## config.mk

```make
export PLATFORM = sky130hd
export DESIGN_NAME = time_set_ctrl
export DESIGN_NICKNAME = d
export VERILOG_FILES = /design/src/rtl/alarm_pkg.sv /design/src/rtl/time_set_ctrl_btn_edge.sv /design/src/rtl/time_set_ctrl.sv
export SDC_FILE = /design/constraint.sdc
export NUM_CORES = 1
export LEC_CHECK = 0
export CAP_MARGIN = 30
export CORE_ASPECT_RATIO = 0.7
export CORE_UTILIZATION = 60
export CTS_CLUSTER_DIAMETER = 150
export DETAILED_ROUTE_END_ITERATION = 10
export PLACE_DENSITY = 0.88
export SETUP_SLACK_MARGIN = 0.05
export SLEW_MARGIN = 20
export SYNTH_ARGS = -nofsm -noshare
export SYNTH_HDL_FRONTEND = slang
export SYNTH_SLANG_ARGS = --single-unit
```

## constraint.sdc

```tcl
create_clock -name clk -period 3.36 [get_ports clk]
set_input_delay 0.672 -clock clk [delete_from_list [all_inputs] [get_ports clk]]
set_output_delay 0.672 -clock clk [all_outputs]
set_load 0.01 [all_outputs]
```

## src/rtl/alarm_pkg.sv

```systemverilog
// Shared types and limits for the alarm clock's time/alarm setting front end.
package alarm_pkg;

  typedef enum logic [1:0] {IDLE, EDIT_HR, EDIT_MIN, LOAD} set_state_t;
  typedef enum logic {T_TIME, T_ALARM} set_tgt_t;

  localparam logic [4:0] HR_MAX  = 5'd23;
  localparam logic [5:0] MIN_MAX = 6'd59;

endpackage

```

## src/rtl/time_set_ctrl_btn_edge.sv

```systemverilog
// Two-flop synchroniser followed by a rising-edge detector; one pulse per press.
module btn_edge (
  input  logic clk,
  input  logic rst,
  input  logic in,
  output logic pulse
);

  logic sync1, sync2, prev;

  // NOTE: sequential state uses non-blocking assignments so every flop samples
  // the pre-edge value of its neighbour, giving a true shift chain.
  always_ff @(posedge clk or posedge rst) begin
    if (rst) begin
      sync1 <= 1'b0;
      sync2 <= 1'b0;
      prev  <= 1'b0;
    end else begin
      sync1 <= in;
      sync2 <= sync1;
      prev  <= sync2;
    end
  end

  assign pulse = sync2 & ~prev;

endmodule

```

## src/rtl/time_set_ctrl.sv

```systemverilog
// Button-driven editor that seeds from the current time, edits hours then minutes,
// and presents BCD digits with a held LD_time/LD_alarm strobe to the clock core.
module time_set_ctrl
  import alarm_pkg::*;
#(
  parameter int LD_HOLD_CYC = 10
) (
  input  logic       clk,
  input  logic       rst,
  input  logic       btn_time,
  input  logic       btn_alarm,
  input  logic       btn_up,
  input  logic       btn_down,
  input  logic       btn_ok,
  input  logic       btn_cancel,
  input  logic [1:0] cur_h1,
  input  logic [3:0] cur_h0,
  input  logic [3:0] cur_m1,
  input  logic [3:0] cur_m0,
  output logic [1:0] H_in1,
  output logic [3:0] H_in0,
  output logic [3:0] M_in1,
  output logic [3:0] M_in0,
  output logic       LD_time,
  output logic       LD_alarm,
  output logic       busy,
  output logic       edit_min
);

  localparam int            CW       = $clog2(LD_HOLD_CYC + 1);
  localparam logic [CW-1:0] CNT_LAST = CW'(LD_HOLD_CYC - 1);

  function automatic logic [3:0] tens_of(input logic [5:0] v);
    return 4'(v / 6'd10);
  endfunction

  function automatic logic [3:0] units_of(input logic [5:0] v);
    return 4'(v % 6'd10);
  endfunction

  // Out-of-range seeds (e.g. while the core shows garbage) start the edit at zero.
  function automatic logic [4:0] seed_hr(input logic [1:0] t, input logic [3:0] u);
    logic [7:0] s;
    s = 8'(t) * 8'd10 + 8'(u);
    return (s > 8'(HR_MAX)) ? 5'd0 : 5'(s);
  endfunction

  function automatic logic [5:0] seed_min(input logic [3:0] t, input logic [3:0] u);
    logic [7:0] s;
    s = 8'(t) * 8'd10 + 8'(u);
    return (s > 8'(MIN_MAX)) ? 6'd0 : 6'(s);
  endfunction

  logic p_time, p_alarm, p_up, p_down, p_ok, p_cancel;

  btn_edge u_time   (.clk(clk), .rst(rst), .in(btn_time),   .pulse(p_time));
  btn_edge u_alarm  (.clk(clk), .rst(rst), .in(btn_alarm),  .pulse(p_alarm));
  btn_edge u_up     (.clk(clk), .rst(rst), .in(btn_up),     .pulse(p_up));
  btn_edge u_down   (.clk(clk), .rst(rst), .in(btn_down),   .pulse(p_down));
  btn_edge u_ok     (.clk(clk), .rst(rst), .in(btn_ok),     .pulse(p_ok));
  btn_edge u_cancel (.clk(clk), .rst(rst), .in(btn_cancel), .pulse(p_cancel));

  set_state_t    state, state_n;
  set_tgt_t      tgt, tgt_n;
  logic [4:0]    hr_v, hr_n;
  logic [5:0]    min_v, min_n;
  logic [CW-1:0] cnt, cnt_n;

  logic inc, dec;
  assign inc = p_up & ~p_down;
  assign dec = p_down & ~p_up;

  // NOTE: every signal written here is defaulted first, so no path leaves it
  // unassigned and no latch is inferred.
  always_comb begin
    state_n = state;
    tgt_n   = tgt;
    hr_n    = hr_v;
    min_n   = min_v;
    cnt_n   = cnt;
    unique case (state)
      IDLE: begin
        if (p_time || p_alarm) begin
          tgt_n   = p_time ? T_TIME : T_ALARM;
          hr_n    = seed_hr(cur_h1, cur_h0);
          min_n   = seed_min(cur_m1, cur_m0);
          state_n = EDIT_HR;
        end
      end
      EDIT_HR: begin
        if (p_cancel)  state_n = IDLE;
        else if (p_ok) state_n = EDIT_MIN;
        else if (inc)  hr_n = (hr_v == HR_MAX) ? 5'd0 : hr_v + 5'd1;
        else if (dec)  hr_n = (hr_v == 5'd0) ? HR_MAX : hr_v - 5'd1;
      end
      EDIT_MIN: begin
        if (p_cancel) state_n = IDLE;
        else if (p_ok) begin
          state_n = LOAD;
          cnt_n   = '0;
        end
        else if (inc) min_n = (min_v == MIN_MAX) ? 6'd0 : min_v + 6'd1;
        else if (dec) min_n = (min_v == 6'd0) ? MIN_MAX : min_v - 6'd1;
      end
      LOAD: begin
        if (cnt == CNT_LAST) state_n = IDLE;
        else                 cnt_n   = cnt + 1'b1;
      end
      default: state_n = IDLE;
    endcase
  end

  // Strobes decode the next state so they rise on LOAD entry and span exactly LD_HOLD_CYC cycles.
  always_ff @(posedge clk or posedge rst) begin
    if (rst) begin
      state    <= IDLE;
      tgt      <= T_TIME;
      hr_v     <= '0;
      min_v    <= '0;
      cnt      <= '0;
      LD_time  <= 1'b0;
      LD_alarm <= 1'b0;
      H_in1    <= '0;
      H_in0    <= '0;
      M_in1    <= '0;
      M_in0    <= '0;
    end else begin
      state    <= state_n;
      tgt      <= tgt_n;
      hr_v     <= hr_n;
      min_v    <= min_n;
      cnt      <= cnt_n;
      LD_time  <= (state_n == LOAD) && (tgt_n == T_TIME);
      LD_alarm <= (state_n == LOAD) && (tgt_n == T_ALARM);
      H_in1    <= 2'(tens_of({1'b0, hr_v}));
      H_in0    <= units_of({1'b0, hr_v});
      M_in1    <= tens_of(min_v);
      M_in0    <= units_of(min_v);
    end
  end

  assign busy     = (state != IDLE);
  assign edit_min = (state == EDIT_MIN);

endmodule

```

[After elaboration in Yosys (flattened, before gate mapping)]
Cells that the tools add are included.
Storage, ports and cells
  bits in writable memories: 0
  bits of input ports: 22
  memory bits (read-only): 0
  bits in latches: 0
  word-level logic and storage cells: 122
  bits in registers: 52
  memories: 0
Cells by class
  bitwise operators: 17
  order comparisons: 2
  $mul: 2
  equal/unequal tests: 16
  divide/modulo/power cells: 4
  mux-type cells: 32
  reductions and logical operators: 13
  shift operators: 0
  $add $sub $neg: 7
Operators with widths (count)
  $mux W6: 8
  $mux W5: 8
  $mux W2: 6
  $mux W4: 3
  $ne A2 B2 Y1 const B: 6
  $pmux W6 S2: 1
  $pmux W5 S2: 1
  $reduce_and A5 Y1: 2
  $not A1 Y1: 9
  $add A8 B4 Y8: 1
  $and A1 B1 Y1: 8
  $gt A8 B6 Y1 const B: 1
  $pmux W2 S4: 1
  $pmux W4 S2: 1
  $reduce_bool A2 Y1: 4
  $add A6 B4 Y7: 1
  $gt A7 B5 Y1 const B: 1
  $mul A4 B3 Y7 const B: 1
  $add A6 B1 Y6 const B: 1
  $div A5 B4 Y6 const B: 1
  $div A6 B4 Y6 const B: 1
  $eq A2 B2 Y1 const B: 3
  $eq A6 B6 Y1 const B: 1
  $logic_not A6 Y1: 1
  19 further kinds: 22

[Depth between registers and ports, before layout]
Gate-level depths: netlist of run 1.
  depth after elaboration: 9
  mapped depth: 9

[Cells and area by module]
A second synthesis of run 1 with hierarchy kept.
Unflattened totals
  cell total of the unflattened synthesis: 360
  area, all modules: 3422.0 sq um
Modules (own cells, without submodules)
  time_set_ctrl: cells each 330, area an instance 2866.5 sq um, times used 1, sequential area each 825.8 sq um
  btn_edge: cells each 5, area an instance 92.6 sq um, times used 6, sequential area each 75.1 sq um

[Worst setup path after synthesis of run 1]
No wires, ideal clock.
  kind: in2reg
  start point: input cur_m1[1]
  end point: register min_v[1]
  buffers on the path: 0
  stages on the path: 9
  slack: 0.732 ns
  data arrival time: 2.489 ns
  cell sequence: ha_1 > ha_1 > inv_1 > fa_1 > nand2b_1 > a21oi_1 > nor4_2 > a41oi_2 > o32ai_1
Between the ends
  longest elaborated chain between the ends: 6
RTL lines
  start: declaration: line time_set_ctrl.sv:18  | input logic [3:0] cur_m1,
  $mul A4 B3 Y7: line time_set_ctrl.sv:50  | s = 8'(t) * 8'd10 + 8'(u);
  $add A8 B4 Y8: line time_set_ctrl.sv:50
  $gt A8 B6 Y1: line time_set_ctrl.sv:51  | return (s > 8'(MIN_MAX)) ? 6'd0 : 6'(s);
  $mux W6: line time_set_ctrl.sv:51
  $mux W6: line time_set_ctrl.sv:83  | if (p_time || p_alarm) begin
  $pmux W6 S2: line time_set_ctrl.sv:81  | unique case (state)
  end signal: assignment: line time_set_ctrl.sv:131  | min_v <= min_n;
  end: declaration: line time_set_ctrl.sv:66  | logic [5:0] min_v, min_n;
No other way between the ends. The select of a mux whose other input is x is not followed.
A chain may end at the register's enable or synchronous reset.

[Worst setup path after layout of run 1]
Same ends and word-level chain as after synthesis.

==> results of run 1 <==
==> per-stage QoR <==
step                hold slack (ns)  setup slack (ns)
floorplan                    0.3312            0.7322
global placement             0.3315            0.1653
detailed placement           0.3347          0.004216
CTS                          0.3573            0.3273
global route                 0.3655            0.1651
finish                       0.3553            0.3065
==> per-layer routing <==
metal  track usage  vias to the layer above  share of wire  routed length (um)
met5             0                        -              0                   0
met4       0.06048                        0         0.0082                  53
met3       0.04643                        8          0.072                 461
met2        0.3941                       98           0.46                2955
met1        0.3354                     1234           0.46                2963
li1              -                     1294              -                   -
==> cells in the final DEF, fill, tap and decap left out, drive strengths merged, types with 2 or more instances in the layout <==
master / n
dfrtp: 51
mux2i: 7
a21oi: 19
nor4: 6
a311oi: 3
clkdlybuf4s50: 38
o31ai: 7
o31a: 2
nor2: 22
fa: 3
o21a: 2
xnor2: 12
xor2: 4
buf: 2
and3: 2
nand3b: 2
o22ai: 3
or2: 2
a32oi: 2
nand3: 9
or3: 2
a22oi: 2
a2111oi: 2
nand2b: 11
a221oi: 5
a22o: 3
ha: 24
o21ai: 19
a21o: 5
clkbuf: 5
nor3: 7
nor2b: 14
nand4: 3
inv: 21
o211ai: 4
nand2: 28
a31oi: 3
==> critical path: stages <==
cell and delay (ns):
clkdlybuf4s50_1 0.45, ha_1 0.31, ha_1 0.21, inv_1 0.07, fa_1 0.46, nand2b_1 0.18, a21oi_1 0.25, a41oi_2 0.29
o32ai_1 0.36
==> report_power, final <==
group | switching (mW) | internal, mW | total, mW
Sequential | 0.295 | 0.807 | 1.10
Combinational | 0.711 | 0.697 | 1.41
Clock | 0.216 | 0.151 | 0.367
==> final cells by class <==
cell class	instances	area [sq um]
clock buffer	5	68.82
clock inverter	3	22.52
fill	394	1520
inverter	19	71.32
multi-input combinational	254	1813
sequential	51	1276
tap	72	90.09
timing repair buffer	40	395.4
==> state kept, by name, indices dropped and copies added, names as in the netlist, 2 cells and up <==
register / cells
cnt: 4
state: 2
H_in0: 4
M_in0: 4
min_v: 6
H_in1: 2
M_in1: 3
hr_v: 5
==> final timing paths <==
check | start | end | slack [ns] | cells after the start
setup reg to reg | u_up.prev | min_v[1] | 0.84 | 7
hold / removal | u_up.sync1 | u_up.sync2 | 0.36 | 0
max in group asynchronous | rst | hr_v[4] | 1.96 | 3
hold reg to reg | u_up.sync1 | u_up.sync2 | 0.36 | 0
min in group asynchronous | rst | u_down.sync1 | 0.64 | 2
setup / recovery | cur_m1[1] | min_v[1] | 0.31 | 9
==> kinds of logic after synthesis <==
logic type | after synthesis
AOI/OAI and AO/OA | 90
xor gates and xnor gates | 16
adders and majority gates | 27
buffers and inverters | 36
DFF | 51
muxes | 8
other | 1
and+or+nand+nor | 112
==> key figures, run 1 <==
Outcome
  – Status: complete, no violations

Clocking
  – Depth of the CTS H-tree: 2
  – CTS tree: done
  – Clk slew on worst S/H paths: 0.10 ns
  – Cts bufs inserted: 5
  – Clk_lat worst skew: a little over 0.3 ns
  – Root Buffer: clkbuf_8
  – Clock sink total: 51
  – Buffer levels on the longest clock path: 2
  – Post-CTS Resized: 0
  – Postcts setup bufs: 0
  – CTS Hold Bufs: 0

Die
  – Rows: 22
  – Area of the die: 5770 sq um
  – Die X: roughly 90 um
  – Initial Util: 0.6238
  – Core Area: 5258 sq um
  – Top Ports: 40
  – Chip height: around 64 um

Placement
  – Post-DP HPWL: around 4800 um
  – Port Buffers: 38
  – DP Cell Count: around 440
  – Placed inst area: around 3600 sq um
  – Final Wtd Congestion: about 0.84

Worst setup path
  – Data required time at the worst endpoint: 3.57 ns
  – Worst Path Max Fanout: 6
  – CP arrival: between 3 and 4 ns
  – CP startpoint kind: primary input
  – CP endpoint kind: flop
  – Crit path kind: in2reg

Synth
  – Multiplexer area fraction after synthesis: 0.02480
  – Post-synthesis area per instance: roughly 9.6 sq um
  – Post-synthesis simple-gate area fraction: 0.1824
  – Yosys Warn Count: 0
  – Compound-gate portion of the synthesized area: 0.1919
  – Mapped Area: roughly 3300 sq um
  – Sequential fraction of the synthesis area: 0.3892
  – Post-Syn Nets: 390
  – Ranking of synthesized cells by area: dfrtp_1 39%, ha_1 9.2%, xnor2_1 3.2%
  – Synth Area in Adders: 0.1099
  – Largest family of logic cells by synthesized area: compound AO/OA/AOI/OAI gates
  – Leading area contributor after synthesis: dfrtp_1
  – Most common cell in the netlist: dfrtp_1
  – Ys flop type: dfrtp_1
  – Synth Instances: ~340
  – Post-synth cell types: 62
  – Post-synth top cells: 51 x dfrtp_1, 27 x nand2_1, 24 x ha_1
  – Asr flop ratio synth: 1.000
  – Synth top area share: 0.3892
  – Yosys reg bits: between 50 and 60
  – Post-synth EDFFs: 0
  – Post-Synth XOR/XNOR Area: 0.04273

Power
  – Max rail drop VDD: about 0.38 mV
  – Leak pwr: about 1.6 nW
  – Total power: 2.877 mW
  – Pwr Density: 769.7 nW/um^2

Global routing
  – Total gr overflow: 0
  – Antenna violations before repair: 0
  – First-pass GRT wire length: about 11,000 um
  – Vias in the first global route: between 2,000 and 2,500
  – GRT Total Usage: 0.2420
  – Largest net degree at the start of global routing: 34

Timing
  – Slew @ Worst Pin: 0.7683 ns
  – Peak Freq: around 330 MHz
  – Max-slew violations: 0
  – Final Hold Fails: 0
  – Slew Limit Headroom: 0.4878
  – Skew final: between 0.005 and 0.006 ns
  – Final period utilization: 0.9088
  – Setup TNS: 0 ns
  – Setup-failing EPs final: 0
  – Tmin final: 3.053 ns
  – Unrepaired setup endpoints after global routing: false

Final layout
  – Antenna diode count: 0
  – Final Util: 0.7109
  – Final nets: 420
  – Layout Cells excl Fill: roughly 440
  – Share of layout cells above drive strength 1: 0.06989
  – P&R area growth vs syn: 13.96%
  – Post-Layout Inst Area: around 3700 sq um

Drt
  – First DRT Iteration DRCs: 254
  – Post-route DRC: 0
  – WL/cell: between 10 and 15 um
  – DR vias/cell: ~6
  – DR pass1 iterations: 4
  – Routed via count: 2,634
  – WL final: about 6400 um
  – Post-detailed-route count of antenna-violating nets: 0

Flow run
  – Maxcap violations: 0

Min path
  – Worst hold path class: reg2reg
No activity file was read; power rests on OpenSTA's default activity.
==> inputs of run 2 (changes only) <==
- PLACE_DENSITY: 0.88 -> 0.85
==> run 2 against run 1 <==
  * Critical path depth did not move
  * First-iteration DRC count fell by 13%
  * Clock power is 2% lower
  * Power is essentially flat
  * Register-to-register slack gained 0.07 ns
  * Fmax rose by 1.5%
  * Largest power group unchanged
==> key figures, run 2 (same netlist as run 1, synthesis figures left out) <==
Outcome
  – Status: complete, no violations

Final layout
  – Post-Layout Inst Area: 3750 sq um
  – Fillers: a little under 400
  – Final nets: 420
  – Share of layout cells above drive strength 1: 0.06989
  – Commonest non-fill, non-tap cells in the layout: 51 x dfrtp_1, 38 x clkdlybuf4s50_1, 27 x nand2_1, 24 x ha_1, 22 x nor2_1
  – Multi-input gate area: about 1800 sq um
  – Top reg by flops: min_v
  – Most common cell after layout, fill and taps aside: dfrtp_1
  – Register Area: about 1300 sq um
  – P&R area growth vs syn: 14.35%
  – Antenna diode count: 0
  – Largest registers: min_v: 6 flops, hr_v: 5 flops
  – Max reg flops: 6

Drt
  – Max layer used: met4
  – Post-Route M1 WL: slightly above 3000 um
  – WL met3: 320 um
  – DR vias/cell: ~6
  – Met2 WL: 3108 um
  – First DRT Iteration DRCs: 222
  – Routed via count: around 2,700
  – WL/cell: 14.69 um
  – DR pass1 iterations: 5
  – Post-detailed-route count of antenna-violating nets: 0
  – WL final: ~6500 um
  – Post-route DRC: 0

Timing
  – Final period utilization: 0.8957
  – Final Hold Fails: 0
  – Peak Freq: around 330 MHz
  – Unrepaired setup endpoints after global routing: false
  – Tmin final: ~3 ns
  – Setup-failing EPs final: 0
  – Max-slew violations: 0
  – Setup WS post-layout: between 0.3 and 0.4 ns
  – Slew @ Worst Pin: 0.7446 ns
  – Skew final: 0.006268 ns
  – Slew Limit Headroom: 0.5036
  – Setup TNS: 0 ns

Clocking
  – CTS Hold Bufs: 0
  – Clock sink total: around 50
  – Depth of the CTS H-tree: 2
  – CTS tree: done
  – Root Buffer: clkbuf_8
  – Post-CTS Resized: 0
  – Clk slew on worst S/H paths: roughly 0.10 ns
  – Buffer levels on the longest clock path: 2
  – Postcts setup bufs: 0
  – Cts bufs inserted: 5
  – Clk_lat worst skew: a little over 0.3 ns

Worst setup path
  – CP endpoint kind: flop
  – Crit path kind: in2reg
  – CP arrival: between 3 and 4 ns
  – Worst Path Max Fanout: 6
  – RR Startpoint: u_up.prev
  – Worst reg2reg path depth: 7
  – Data required time at the worst endpoint: 3.57 ns
  – Crit path capture: min_v[1]
  – Critical Path Source: cur_m1[1]
  – R2R Path End: min_v[1]
  – CP startpoint kind: primary input
  – Worst R2R Setup Slack: 0.91 ns

Global routing
  – Vias in the first global route: about 2,600
  – First-pass GRT wire length: about 12,000 um
  – Total gr overflow: 0
  – Largest net degree at the start of global routing: 35
  – GRT Total Usage: 0.2487
  – Antenna violations before repair: 0

Placement
  – Placed inst area: 3659 sq um
  – Post-DP HPWL: 4889 um
  – Port Buffers: 38
  – Dpl ws: between 0.04 and 0.05 ns
  – Final Wtd Congestion: 0.8702

Die
  – Die X: ~90 um
  – Top Ports: 40
  – Initial Util: 0.6238
  – Area of the die: around 5800 sq um
  – Core Area: 5258 sq um
  – Chip height: roughly 64 um
  – Rows: 22

Power
  – Pwr Density: roughly 770 nW/um^2
  – Max rail drop VDD: about 0.38 mV
  – Leak pwr: ~1.6 nW

Flow run
  – Maxcap violations: 0

Min path
  – Worst hold path class: reg2reg
## run 2: critical path: stages
cell             delay [ns]
clkdlybuf4s50_1        0.46
ha_1                   0.32
ha_1                   0.21
inv_1                  0.07
fa_1                   0.45
nand2b_1               0.17
a21oi_1                0.24
a41oi_2                0.27
o32ai_1                0.35
## run 2: how the worst min path moves through the flow
stage	depth (start not counted)	from	slack, ns	endpoint
after floorplan	0	u_alarm.sync1	0.33	u_alarm.sync2
after global placement	0	u_ok.sync1	0.33	u_ok.sync2
after detailed placement	0	u_cancel.sync1	0.33	u_cancel.sync2
after CTS	0	u_up.sync1	0.36	u_up.sync2
after global routing	0	u_ok.sync1	0.37	u_ok.sync2
final	0	u_alarm.sync1	0.35	u_alarm.sync2
## run 2: report_power, final
part	total, mW	internal, mW	switching (mW)	leakage [nW]
registers	1.10	0.807	0.295	0.621
clock network	0.360	0.150	0.211	0.0485
logic	1.42	0.698	0.718	0.893
total	2.88	1.65	1.22	1.56
## run 2: area by class of cell
class / count / area share
Clock buffer: 5 / 0.01835
Clock inverter: 3 / 0.006006
Inverter: 19 / 0.01902
Multi-Input combinational cell: 254 / 0.4835
Sequential cell: 51 / 0.3403
Tap cell: 72 / 0.02402
Timing Repair Buffer: 40 / 0.1088
## run 2: through the flow
step	power [mW]	utilization	cells	hold slack, ns
floorplan	2.113	-	341	0.3312
global placement	2.437	0.6921	435	0.3310
detailed placement	2.515	0.6959	436	0.3347
CTS	2.882	0.7132	444	0.3575
global route	3.110	0.7132	444	0.3684
finish	2.878	0.7132	444	0.3544
## run 2: layer usage
metal	global-route usage	vias to the layer above
met3	0.05238	8
met5	0	-
met2	0.4151	85
li1	-	1287
met4	0.05444	0
met1	0.3372	1275
==> inputs of run 3 (changes only) <==
- ABC_AREA: not set -> 1
- SYNTH_HIERARCHICAL: not set -> 1
==> run 3 against run 2 <==
  * Global-route usage shrank 0.69 points
  * Via count increased by 3.1%
  * Utilization grew 3.8 points
  * Largest power group unchanged
  * Power is 5.3% higher
  * Wire length is essentially flat
  * Register-to-register slack better by 0.63 ns
==> key figures, run 3 <==
Outcome
  – Status: complete, no violations

Synth
  – Synth top area share: 0.3931
  – Post-synthesis area per instance: ~7.9 sq um
  – Yosys Warn Count: 6
  – Ranking of synthesized cells by area: dfrtp_1 39%, nand2_1 9.9%, ha_1 9.2%
  – Sequential fraction of the synthesis area: 0.3931
  – Most common cell in the netlist: nand2_1
  – Leading area contributor after synthesis: dfrtp_1
  – Yosys reg bits: between 50 and 60
  – Post-synth EDFFs: 0
  – Synth Instances: 412
  – Post-Syn Nets: between 400 and 500
  – Post-synth top cells: 86 x nand2_1, 62 x inv_1, 51 x dfrtp_1
  – Post-synth cell types: 40
  – Ys flop type: dfrtp_1
  – Mapped Area: ~3200 sq um
  – Asr flop ratio synth: 1.000

Worst setup path
  – Crit path capture: min_v[0]
  – CP max stage cell: clkdlybuf4s50_1
  – Crit path kind: in2reg
  – CP arrival: 3.17 ns
  – CP Cell Sequence: clkdlybuf4s50_1 > ha_1 > ha_1 > inv_1 > fa_1 > nor2_1 > nand3_1 > nand2_1 > nand2_1 > a21oi_2 > nand3b_1 > a21oi_1
  – Data required time at the worst endpoint: about 3.6 ns
  – RR Startpoint: u_down/sync2
  – CP bufs+invs: 2
  – Worst reg2reg path depth: 10
  – CP endpoint kind: flop
  – Stages on the worst setup path: 12
  – Worst R2R Setup Slack: about 1.5 ns
  – Worst Path Max Fanout: 6
  – Largest delay contributor family on the critical path: adder cells
  – R2R Path End: min_v[3]
  – Critical Path Source: cur_m1[3]
  – CP max stage delay: approximately 0.54 ns
  – CP startpoint kind: primary input

Drt
  – Post-detailed-route count of antenna-violating nets: 0
  – Routed via count: about 2,700
  – Post-route DRC: 0
  – DR vias/cell: around 5.3
  – WL final: about 6500 um
  – WL/cell: 12.54 um
  – First DRT Iteration DRCs: 181
  – DR pass1 iterations: 4

Placement
  – Final Wtd Congestion: between 0.9 and 1
  – Port Buffers: 38
  – Placed inst area: 3655 sq um
  – Post-DP HPWL: approximately 5000 um

Final layout
  – Largest registers: min_v: 6 flops, hr_v: 5 flops
  – Post-Layout Inst Area: between 3000 and 4000 sq um
  – Commonest non-fill, non-tap cells in the layout: 86 x nand2_1, 62 x inv_1, 51 x dfrtp_1, 43 x nand3_1, 40 x nor2_1
  – Max reg flops: 6
  – Antenna diode count: 0
  – Final nets: ~500
  – Most common cell after layout, fill and taps aside: nand2_1
  – Share of layout cells above drive strength 1: 0.07095
  – P&R area growth vs syn: 15.53%
  – Top reg by flops: min_v

Clocking
  – Buffer levels on the longest clock path: 2
  – Clk_lat worst skew: about 0.31 ns
  – Clk slew on worst S/H paths: approximately 0.10 ns
  – Post-CTS Resized: 0
  – CTS Hold Bufs: 0
  – Root Buffer: clkbuf_8
  – CTS tree: done
  – Clock sink total: just over 50
  – Depth of the CTS H-tree: 2
  – Postcts setup bufs: 0
  – Cts bufs inserted: 5

Power
  – Max rail drop VDD: ~0.4 mV
  – Leak pwr: approximately 1.9 nW
  – Pwr Density: 808.1 nW/um^2
  – Combinational fraction of design power: 0.531
  – Net Switching: about 1.4 mW
  – Power share of the clock group: 0.124
  – Total power: approximately 3 mW
  – Cell-internal power: 1.636 mW
  – Flop pwr share: 0.345
  – Sw Ratio: 0.4602

Die
  – Rows: 21
  – Chip height: approximately 64 um
  – Initial Util: 0.6504
  – Top Ports: 40
  – Core Area: 4992 sq um
  – Area of the die: between 5000 and 6000 sq um
  – Die X: about 90 um

Global routing
  – Vias in the first global route: 2,529
  – First-pass GRT wire length: around 11,000 um
  – GRT Total Usage: 0.2418
  – Antenna violations before repair: 0
  – Total gr overflow: 0
  – Largest net degree at the start of global routing: 34

Timing
  – Slew Limit Headroom: 0.6610
  – Slew @ Worst Pin: just over 0.5 ns
  – Peak Freq: ~340 MHz
  – Setup TNS: 0 ns
  – Final Hold Fails: 0
  – Final period utilization: 0.8749
  – Skew final: roughly 0.0050 ns
  – Max-slew violations: 0
  – Unrepaired setup endpoints after global routing: false
  – Setup-failing EPs final: 0
  – Tmin final: approximately 2.9 ns

Flow run
  – Maxcap violations: 0

Min path
  – Worst hold path class: reg2reg
## run 3: cell type report
| class | count | area, sq um |
|---|---|---|
| tap | 69 | 86.33 |
| fill | 375 | 1241 |
| clock inverter | 3 | 27.53 |
| multi-input combinational | 289 | 1664 |
| clock buffer | 5 | 68.82 |
| sequential | 51 | 1276 |
| inverter | 64 | 240.2 |
| timing repair buffer | 39 | 387.9 |
## run 3: kinds of logic (layout without fill, tap and decap cells)
group / count (synthesis) / in the layout / synth area share
adders and majority gates: 27 / 27 / 0.1110
other: 1 / 1 / 0.001155
DFF: 51 / 51 / 0.3931
xor gates and xnor gates: 10 / 10 / 0.02698
buffers and inverters: 72 / 111 / 0.09441
AOI/OAI and AO/OA: 53 / 53 / 0.09442
muxes: 1 / 1 / 0.003083
and+or+nand+nor: 197 / 197 / 0.2759
## run 3: stage by stage
stage | std cells | util | hold WS (ns) | setup slack, ns
floorplan | 412 | - | 0.3312 | 0.8729
global placement | 512 | 0.7321 | 0.3324 | 0.2471
detailed placement | 512 | 0.7321 | 0.3364 | 0.1163
CTS | 520 | 0.7514 | 0.3640 | 0.4212
global route | 520 | 0.7514 | 0.3681 | 0.2563
finish | 520 | 0.7514 | 0.3639 | 0.4205
## run 3: power groups by stage
stage	Clock (mW)	Sequential [mW]	Combinational, mW
final	0.375	1.05	1.61
after global routing	0.402	1.07	1.83
after detailed placement	0	1.05	1.60
after global placement	0	1.04	1.54
after CTS	0.378	1.04	1.61
after floorplan	0	0.984	1.23
## run 3: layer usage
layer,routed length [um],vias to the layer above,share of wire,GRT usage
met5,0,-,0,0
met2,3044,87,0.47,0.4144
met4,60,0,0.0092,0.05645
li1,-,1397,-,-
met3,287,11,0.044,0.04227
met1,3127,1241,0.48,0.3227
## run 3: worst min path at each step
stage | startpoint | end | slack, ns | cells past startpoint
6_report | u_down/sync1 | u_down/sync2 | 0.36 | 0
5_1_grt | u_down/sync1 | u_down/sync2 | 0.37 | 0
2_1_floorplan | u_alarm/sync1 | u_alarm/sync2 | 0.33 | 0
4_1_cts | u_down/sync1 | u_down/sync2 | 0.36 | 0
3_5_place_dp | u_up/sync1 | u_up/sync2 | 0.34 | 0
3_3_place_gp | u_down/sync1 | u_down/sync2 | 0.33 | 0
